==> config.mk <==
export PLATFORM = sky130hd
export DESIGN_NAME = loop_sequencer
export DESIGN_NICKNAME = d
export VERILOG_FILES = /design/src/rtl/loop_sequencer.sv
export SDC_FILE = /design/constraint.sdc
export NUM_CORES = 1
export LEC_CHECK = 0
export ABC_AREA = 1
export BUFFER_PORTS_ARGS = -buffer_cell sky130_fd_sc_hd__buf_4
export CELL_PAD_IN_SITES_DETAIL_PLACEMENT = 0
export CELL_PAD_IN_SITES_GLOBAL_PLACEMENT = 1
export CORE_MARGIN = 2
export CORE_UTILIZATION = 50
export DETAILED_ROUTE_END_ITERATION = 10
export PLACE_DENSITY = 0.89
export SYNTH_ARGS = -nofsm -noshare
export SYNTH_HDL_FRONTEND = slang
export SYNTH_SLANG_ARGS = --single-unit
export TNS_END_PERCENT = 1
==> constraint.sdc <==
create_clock -name clk -period 3.85 [get_ports clk]
set_input_delay 1.155 -clock clk [delete_from_list [all_inputs] [get_ports clk]]
set_output_delay 1.155 -clock clk [all_outputs]
set_load 0.01 [all_outputs]
==> src/rtl/loop_sequencer.sv <==
// loop_sequencer: record-and-playback scheduler between the keypad input
// driver and the oscillator. In IDLE and RECORD the live note passes
// through; RECORD also captures each new live note into a small loop store.
// PLAY replays the stored loop at a fixed step rate. A held live key
// overrides playback without disturbing the loop position.
module loop_sequencer #(
   parameter int DEPTH       = 16,
   parameter int STEP_CYCLES = 2500000
) (
   input  logic                      clk,
   input  logic                      nrst,
   input  logic [17:0]               live_divider,
   input  logic                      live_strobe,
   input  logic                      rec_key,
   input  logic                      play_key,
   output logic [17:0]               divider_out,
   output logic                      strobe_out,
   output logic [1:0]                state,
   output logic [$clog2(DEPTH):0]    count,
   output logic [$clog2(DEPTH)-1:0]  play_idx
);

   localparam int IW = $clog2(DEPTH);
   localparam int CW = IW + 1;
   localparam int SW = (STEP_CYCLES > 1) ? $clog2(STEP_CYCLES) : 1;

   localparam logic [CW-1:0] COUNT_ZERO = CW'(0);
   localparam logic [CW-1:0] COUNT_ONE  = CW'(1);
   localparam logic [CW-1:0] COUNT_FULL = CW'(DEPTH);
   localparam logic [IW-1:0] IDX_ZERO   = IW'(0);
   localparam logic [IW-1:0] IDX_ONE    = IW'(1);
   localparam logic [SW-1:0] STEP_ZERO  = SW'(0);
   localparam logic [SW-1:0] STEP_ONE   = SW'(1);
   localparam logic [SW-1:0] STEP_LAST  = SW'(STEP_CYCLES - 1);

   localparam logic [1:0] ST_IDLE   = 2'b00;
   localparam logic [1:0] ST_RECORD = 2'b01;
   localparam logic [1:0] ST_PLAY   = 2'b10;

   // Registered state
   logic [1:0]    state_r;
   logic [CW-1:0] count_r;
   logic [IW-1:0] play_idx_r;
   logic [SW-1:0] step_r;
   logic [17:0]   divider_out_r;
   logic          strobe_out_r;
   logic          rec_prev_r;
   logic          play_prev_r;
   logic          strobe_prev_r;
   logic [17:0]   mem_r [DEPTH];

   // Combinational next values
   logic          rec_rise_s;
   logic          play_rise_s;
   logic          strobe_rise_s;
   logic          capture_s;
   logic [1:0]    state_next_s;
   logic [CW-1:0] count_next_s;
   logic [IW-1:0] play_idx_next_s;
   logic [SW-1:0] step_next_s;
   logic [17:0]   divider_next_s;
   logic          strobe_next_s;

   assign rec_rise_s    = rec_key     & ~rec_prev_r;
   assign play_rise_s   = play_key    & ~play_prev_r;
   assign strobe_rise_s = live_strobe & ~strobe_prev_r;

   // A new live note is stored only while recording and while room remains.
   assign capture_s = (state_r == ST_RECORD) && strobe_rise_s && (count_r < COUNT_FULL);

   // Previous-cycle copies of the buttons and live strobe for rise detection.
   always_ff @(posedge clk) begin
      if (!nrst) begin
         rec_prev_r    <= 1'b0;
         play_prev_r   <= 1'b0;
         strobe_prev_r <= 1'b0;
      end else begin
         rec_prev_r    <= rec_key;
         play_prev_r   <= play_key;
         strobe_prev_r <= live_strobe;
      end
   end

   // Note count: cleared when a fresh recording starts, bumped on each capture.
   always_comb begin
      count_next_s = count_r;
      if (rec_rise_s && (state_r != ST_RECORD)) begin
         count_next_s = COUNT_ZERO;
      end else if (capture_s) begin
         count_next_s = count_r + COUNT_ONE;
      end else begin
         count_next_s = count_r;
      end
   end

   // Next-state logic; rec rise always wins over play rise.
   always_comb begin
      state_next_s = state_r;
      case (state_r)
         ST_IDLE: begin
            if (rec_rise_s) begin
               state_next_s = ST_RECORD;
            end else if (play_rise_s && (count_r != COUNT_ZERO)) begin
               state_next_s = ST_PLAY;
            end else begin
               state_next_s = ST_IDLE;
            end
         end
         ST_RECORD: begin
            // A same-cycle capture counts toward the "loop not empty" test.
            if (rec_rise_s) begin
               state_next_s = ST_IDLE;
            end else if (play_rise_s && (count_next_s != COUNT_ZERO)) begin
               state_next_s = ST_PLAY;
            end else begin
               state_next_s = ST_RECORD;
            end
         end
         ST_PLAY: begin
            if (rec_rise_s) begin
               state_next_s = ST_RECORD;
            end else if (play_rise_s) begin
               state_next_s = ST_IDLE;
            end else begin
               state_next_s = ST_PLAY;
            end
         end
         default: begin
            state_next_s = ST_IDLE;
         end
      endcase
   end

   // Playback position: the step counter runs continuously in PLAY (even
   // under live override) and advances the slot, wrapping at the last note.
   always_comb begin
      play_idx_next_s = play_idx_r;
      step_next_s     = step_r;
      if ((state_r == ST_PLAY) && (state_next_s == ST_PLAY)) begin
         if (step_r == STEP_LAST) begin
            step_next_s = STEP_ZERO;
            if ({1'b0, play_idx_r} == (count_r - COUNT_ONE)) begin
               play_idx_next_s = IDX_ZERO;
            end else begin
               play_idx_next_s = play_idx_r + IDX_ONE;
            end
         end else begin
            step_next_s     = step_r + STEP_ONE;
            play_idx_next_s = play_idx_r;
         end
      end else begin
         play_idx_next_s = IDX_ZERO;
         step_next_s     = STEP_ZERO;
      end
   end

   // Output selection from the next state so the first PLAY cycle already
   // carries slot 0. A capture implies live_strobe=1, so the override path
   // covers the slot being written on that same edge.
   always_comb begin
      divider_next_s = live_divider;
      strobe_next_s  = live_strobe;
      if (state_next_s == ST_PLAY) begin
         strobe_next_s = 1'b1;
         if (live_strobe) begin
            divider_next_s = live_divider;
         end else begin
            divider_next_s = mem_r[play_idx_next_s];
         end
      end else begin
         divider_next_s = live_divider;
         strobe_next_s  = live_strobe;
      end
   end

   // FSM state register.
   always_ff @(posedge clk) begin
      if (!nrst) begin
         state_r <= ST_IDLE;
      end else begin
         state_r <= state_next_s;
      end
   end

   // Count, playback position and registered outputs.
   always_ff @(posedge clk) begin
      if (!nrst) begin
         count_r       <= COUNT_ZERO;
         play_idx_r    <= IDX_ZERO;
         step_r        <= STEP_ZERO;
         divider_out_r <= 18'd0;
         strobe_out_r  <= 1'b0;
      end else begin
         count_r       <= count_next_s;
         play_idx_r    <= play_idx_next_s;
         step_r        <= step_next_s;
         divider_out_r <= divider_next_s;
         strobe_out_r  <= strobe_next_s;
      end
   end

   // Loop storage; not reset, only slots below count are ever read.
   always_ff @(posedge clk) begin
      if (nrst && capture_s) begin
         mem_r[count_r[IW-1:0]] <= live_divider;
      end
   end

   assign divider_out = divider_out_r;
   assign strobe_out  = strobe_out_r;
   assign state       = state_r;
   assign count       = count_r;
   assign play_idx    = play_idx_r;

endmodule

==> impl_metrics.env <==
export IMPL_cts_buffer_depth=3
export IMPL_grt_overflow_total=0
export IMPL_worstSetupEndpointType="register"
export IMPL_worstSkewPairLatency_ps=530
export IMPL_power_density_relative_to_cell_area_nw_per_um2=441
export IMPL_critical_path_reg2reg_endpoint="divider_out[7]$_SDFF_PN0_"
export IMPL_fillers=2502
export IMPL_max_slew_margin_rel=0.523
export IMPL_final_antenna_net_count=0
export IMPL_post_synth_inst_count=1514
export IMPL_cts_buffers_inserted=37
export IMPL_wl_met1_um=16100
export IMPL_postCtsSetupBuffers=0
export IMPL_synthesis_nets=1543
export IMPL_synth_seq_area_share=0.634
export IMPL_yosysWarnings=0
export IMPL_met2_wl_post_dr_um=18800
export IMPL_port_buffers=52
export IMPL_final_min_clock_period_ps=3010
export IMPL_layout_worst_path_cycle_share=0.782
export IMPL_worst_clock_skew_ps=22.9
export IMPL_power_switching_share=0.197
export IMPL_met3WireLength_um=3740
export IMPL_cts_resized_gates=0
export IMPL_setup_crit_start_kind="register"
export IMPL_cp_data_required_time_ps=4270
export IMPL_hold_path_cell_count=1
export IMPL_tns_ps=0
export IMPL_ir_worst_vdd_v=0.000310
export IMPL_boundaryPins=53
export IMPL_ff2ff_path_depth=19
export IMPL_fraction_of_layout_instances_using_a_drive_strength_above_1=0.121
export IMPL_syn_avg_cell_area_um2=10.1
export IMPL_area_used_by_multi_input_combinational_logic_um2=4290
export IMPL_cts_sinks=343
export IMPL_yosys_cell_types_count=34
export IMPL_crit_path_start="count[0]$_SDFF_PN0_"
export IMPL_min_path_type="reg -> reg"
export IMPL_worst_r2r_src="count[0]$_SDFF_PN0_"
export IMPL_reg2reg_setup_slack_ps=840
export IMPL_placeableCoreArea_um2=30400
export IMPL_power_share_sequential=0.521
export IMPL_track_usage=0.253
export IMPL_place_inst=1929
export IMPL_mappedNetlistArea_um2=15400
export IMPL_clock_tree_htree_level_count=2
export IMPL_top_cell_type_s_share_of_synthesized_area=0.563
export IMPL_layout_area_overhead_vs_synth_pct=14.9
export IMPL_start_util=0.505
export IMPL_critical_path_endpoint="divider_out[7]$_SDFF_PN0_"
export IMPL_cp_arrival_ps=3430
export IMPL_ctsRootBufferMaster="sky130_fd_sc_hd__clkbuf_16"
export IMPL_routabilityCongestion=0.812
export IMPL_ff_latch_area_um2=9750
export IMPL_antenna_violations_before_repair=0
export IMPL_drtPass1Iterations=6
export IMPL_dieWidth_um=179
export IMPL_num_vias=11112
export IMPL_final_max_slew_viol_count=0
export IMPL_synth_area_top_cells="sky130_fd_sc_hd__edfxtp_1, sky130_fd_sc_hd__nand3_1, sky130_fd_sc_hd__dfxtp_1"
export IMPL_worstSetupPathType="reg -> reg"
export IMPL_outcome="finished clean"
export IMPL_maxUsedRoutingLayer="met4"
export IMPL_power_switching_w=0.00154
export IMPL_routed_wire_length_per_instance_um=19.9
export IMPL_pin_count_of_the_biggest_net_entering_global_routing=125
export IMPL_timing_final_ws_setup_ps=841
export IMPL_power_internal_w=0.00625
export IMPL_detailed_place_hpwl_um=22200
export IMPL_power_clock_fraction=0.456
export IMPL_clkTransAtPathRegs_ps=60
export IMPL_cts_tree="yes"
export IMPL_final_hold_violation_count=0
export IMPL_antenna_diode_count=0
export IMPL_synth_largest_area_cell="sky130_fd_sc_hd__edfxtp_1"
export IMPL_drt_first_iter_violations=1286
export IMPL_maxCapViolations=0
export IMPL_worst_pin_slew_ps=715
export IMPL_remaining_drc_errors=0
export IMPL_viasPerCell=5.56
export IMPL_die_height_um=179
export IMPL_first_global_vias=10662
export IMPL_max_clock_freq_ghz=0.332
export IMPL_yosys_register_bits=343
export IMPL_drt_wl_total_um=39700
export IMPL_cts_hold_buf=0
export IMPL_final_cell_count_no_fill=1997
export IMPL_setup_repair_after_global_routing_missed_its_margin="false"
export IMPL_crit_path_max_fanout=23
export IMPL_dp_worst_setup_slack_ps=570
export IMPL_finalSetupViolations=0
export IMPL_design_die_area_um2=32200
export IMPL_total_leakage_power_nw=7.12
export IMPL_grt_first_pass_wirelength_um=60400
export IMPL_share_comb_of_total_power=0.023
export IMPL_core_rowCount=64
export IMPL_post_layout_net_count=1601
[worst max-delay path: stages (launching register included)]
cell,delay [ps]
sky130_fd_sc_hd__dfxtp_1,510
sky130_fd_sc_hd__inv_1,190
sky130_fd_sc_hd__ha_1,370
sky130_fd_sc_hd__nand2_1,80
sky130_fd_sc_hd__inv_1,40
sky130_fd_sc_hd__nor2_1,70
sky130_fd_sc_hd__nand3_1,70
sky130_fd_sc_hd__nor2_1,140
sky130_fd_sc_hd__nand2_1,140
sky130_fd_sc_hd__nand3_4,100
sky130_fd_sc_hd__nand2_4,70
sky130_fd_sc_hd__nand2_4,270
sky130_fd_sc_hd__buf_4,310
sky130_fd_sc_hd__nand2_1,70
sky130_fd_sc_hd__nand3_1,70
sky130_fd_sc_hd__nand3_1,100
sky130_fd_sc_hd__nand3_1,110
sky130_fd_sc_hd__nand3_1,80
sky130_fd_sc_hd__nand2_1,70
sky130_fd_sc_hd__inv_1,40
[stage by stage]
step,hold WS (ps),instance area (um2),power (W),utilization
after floorplan,418,15400,0.00419,-
after global placement,429,16400,0.00430,0.540
final,454,17700,0.00778,0.580
after detailed placement,449,16400,0.00431,0.540
after CTS,459,17700,0.00783,0.580
after global routing,473,17700,0.00800,0.580
[cell usage in the layout, fill, tap and decap left out, types with 2 or more instances in the layout]
| cell | synthesis | layout |
|---|---|---|
| sky130_fd_sc_hd__edfxtp_1 | 288 | 288 |
| sky130_fd_sc_hd__a21oi_1 | 28 | 28 |
| sky130_fd_sc_hd__nand3_1 | 380 | 380 |
| sky130_fd_sc_hd__xor2_1 | 8 | 8 |
| sky130_fd_sc_hd__o211ai_1 | 2 | 2 |
| sky130_fd_sc_hd__buf_12 | 0 | 12 |
| sky130_fd_sc_hd__nor2_2 | 2 | 18 |
| sky130_fd_sc_hd__nor3_1 | 15 | 15 |
| sky130_fd_sc_hd__nand3b_1 | 91 | 91 |
| sky130_fd_sc_hd__ha_1 | 6 | 6 |
| sky130_fd_sc_hd__clkinv_1 | 0 | 3 |
| sky130_fd_sc_hd__or2_0 | 7 | 7 |
| sky130_fd_sc_hd__or2_2 | 2 | 2 |
| sky130_fd_sc_hd__nand2_1 | 183 | 183 |
| sky130_fd_sc_hd__nand2_2 | 3 | 2 |
| sky130_fd_sc_hd__nor3b_1 | 3 | 3 |
| sky130_fd_sc_hd__nor2_1 | 64 | 48 |
| sky130_fd_sc_hd__inv_2 | 8 | 8 |
| sky130_fd_sc_hd__bufinv_16 | 0 | 3 |
| sky130_fd_sc_hd__clkbuf_8 | 0 | 5 |
| sky130_fd_sc_hd__clkbuf_16 | 0 | 39 |
| sky130_fd_sc_hd__clkinv_2 | 0 | 9 |
| sky130_fd_sc_hd__clkbuf_1 | 22 | 7 |
| sky130_fd_sc_hd__nand2_4 | 1 | 2 |
| sky130_fd_sc_hd__dfxtp_1 | 55 | 55 |
| sky130_fd_sc_hd__nand4_1 | 6 | 6 |
| sky130_fd_sc_hd__or2_1 | 11 | 11 |
| sky130_fd_sc_hd__o21ai_0 | 3 | 3 |
| sky130_fd_sc_hd__buf_4 | 9 | 85 |
| sky130_fd_sc_hd__inv_1 | 260 | 260 |
| sky130_fd_sc_hd__a31oi_1 | 2 | 2 |
[registers in the layout, indices dropped and copies added (netlist names)]
| register | flops |
|---|---|
| state | 2 |
| count | 5 |
| play_prev_r | 1 |
| rec_prev_r | 1 |
| step_r | 22 |
| play_idx | 4 |
| mem_r | 288 |
| strobe_prev_r | 1 |
| strobe_out | 1 |
| divider_out | 18 |
[how the worst min path moves through the flow]
| stage | from | to |
|---|---|---|
| 4_1_cts | step_r[0]$_SDFF_PP0_ | step_r[0]$_SDFF_PP0_ |
| 3_5_place_dp | step_r[0]$_SDFF_PP0_ | step_r[0]$_SDFF_PP0_ |
| 6_report | step_r[0]$_SDFF_PP0_ | step_r[0]$_SDFF_PP0_ |
| 5_1_grt | step_r[0]$_SDFF_PP0_ | step_r[0]$_SDFF_PP0_ |
| 3_3_place_gp | step_r[0]$_SDFF_PP0_ | step_r[0]$_SDFF_PP0_ |
| 2_1_floorplan | step_r[0]$_SDFF_PP0_ | step_r[0]$_SDFF_PP0_ |
[routing by layer]
| layer | vias to the layer above | track usage |
|---|---|---|
| met4 | 0 | 0.0880 |
| met2 | 482 | 0.408 |
| met1 | 5340 | 0.341 |
| li1 | 5211 | - |
| met3 | 79 | 0.0526 |
| met5 | - | 0 |
[synthesized netlist by cell type]
cell	number
sky130_fd_sc_hd__nor2_2	2
sky130_fd_sc_hd__a21oi_4	1
sky130_fd_sc_hd__inv_2	8
sky130_fd_sc_hd__nand2_4	1
sky130_fd_sc_hd__clkbuf_1	22
sky130_fd_sc_hd__dfxtp_1	55
sky130_fd_sc_hd__or2_1	11
sky130_fd_sc_hd__or2_0	7
sky130_fd_sc_hd__o21ai_0	3
sky130_fd_sc_hd__nand4_1	6
sky130_fd_sc_hd__o211ai_1	2
sky130_fd_sc_hd__xor2_1	8
sky130_fd_sc_hd__or2_2	2
sky130_fd_sc_hd__nand3_4	1
sky130_fd_sc_hd__a31oi_1	2
sky130_fd_sc_hd__inv_1	260
sky130_fd_sc_hd__and3b_1	1
sky130_fd_sc_hd__ha_1	6
sky130_fd_sc_hd__nand2_2	3
sky130_fd_sc_hd__a21oi_1	28
sky130_fd_sc_hd__nor4_1	1
sky130_fd_sc_hd__edfxtp_1	288
sky130_fd_sc_hd__buf_1	11
sky130_fd_sc_hd__nand3_1	380
sky130_fd_sc_hd__nor3_1	15
sky130_fd_sc_hd__buf_4	9
sky130_fd_sc_hd__nand3b_1	91
sky130_fd_sc_hd__nor3_2	2
sky130_fd_sc_hd__buf_2	36
sky130_fd_sc_hd__nor3b_1	3
sky130_fd_sc_hd__nor2_1	64
sky130_fd_sc_hd__o21ai_4	1
sky130_fd_sc_hd__nor2_4	1
sky130_fd_sc_hd__nand2_1	183
[power groups by stage]
stage | registers, W | logic, W | clock network (W)
2_1_floorplan | 0.00413 | 0.0000616 | 0
5_1_grt | 0.00405 | 0.000195 | 0.00375
3_3_place_gp | 0.00413 | 0.000170 | 0
3_5_place_dp | 0.00413 | 0.000176 | 0
6_report | 0.00405 | 0.000177 | 0.00355
4_1_cts | 0.00405 | 0.000177 | 0.00360
[cell type report]
type,count,share of cell area
Clock buffer,51,0.0607
Clock inverter,17,0.00921
Inverter,268,0.0570
Tap cell,396,0.0281
Sequential cell,343,0.552
Multi-Input combinational cell,825,0.243
Timing Repair Buffer,97,0.0498
[kinds of logic (layout without fill, tap and decap cells)]
kind of cell / after synthesis / in the layout / synth area share
and+or+nand+nor: 774 / 774 / 0.252
buffers and inverters: 346 / 433 / 0.0897
DFF: 343 / 343 / 0.634
AOI/OAI and AO/OA: 37 / 37 / 0.0140
xor gates and xnor gates: 8 / 8 / 0.00456
adders and majority gates: 6 / 6 / 0.00489
Note: power is estimated with default switching activity, not from simulation.
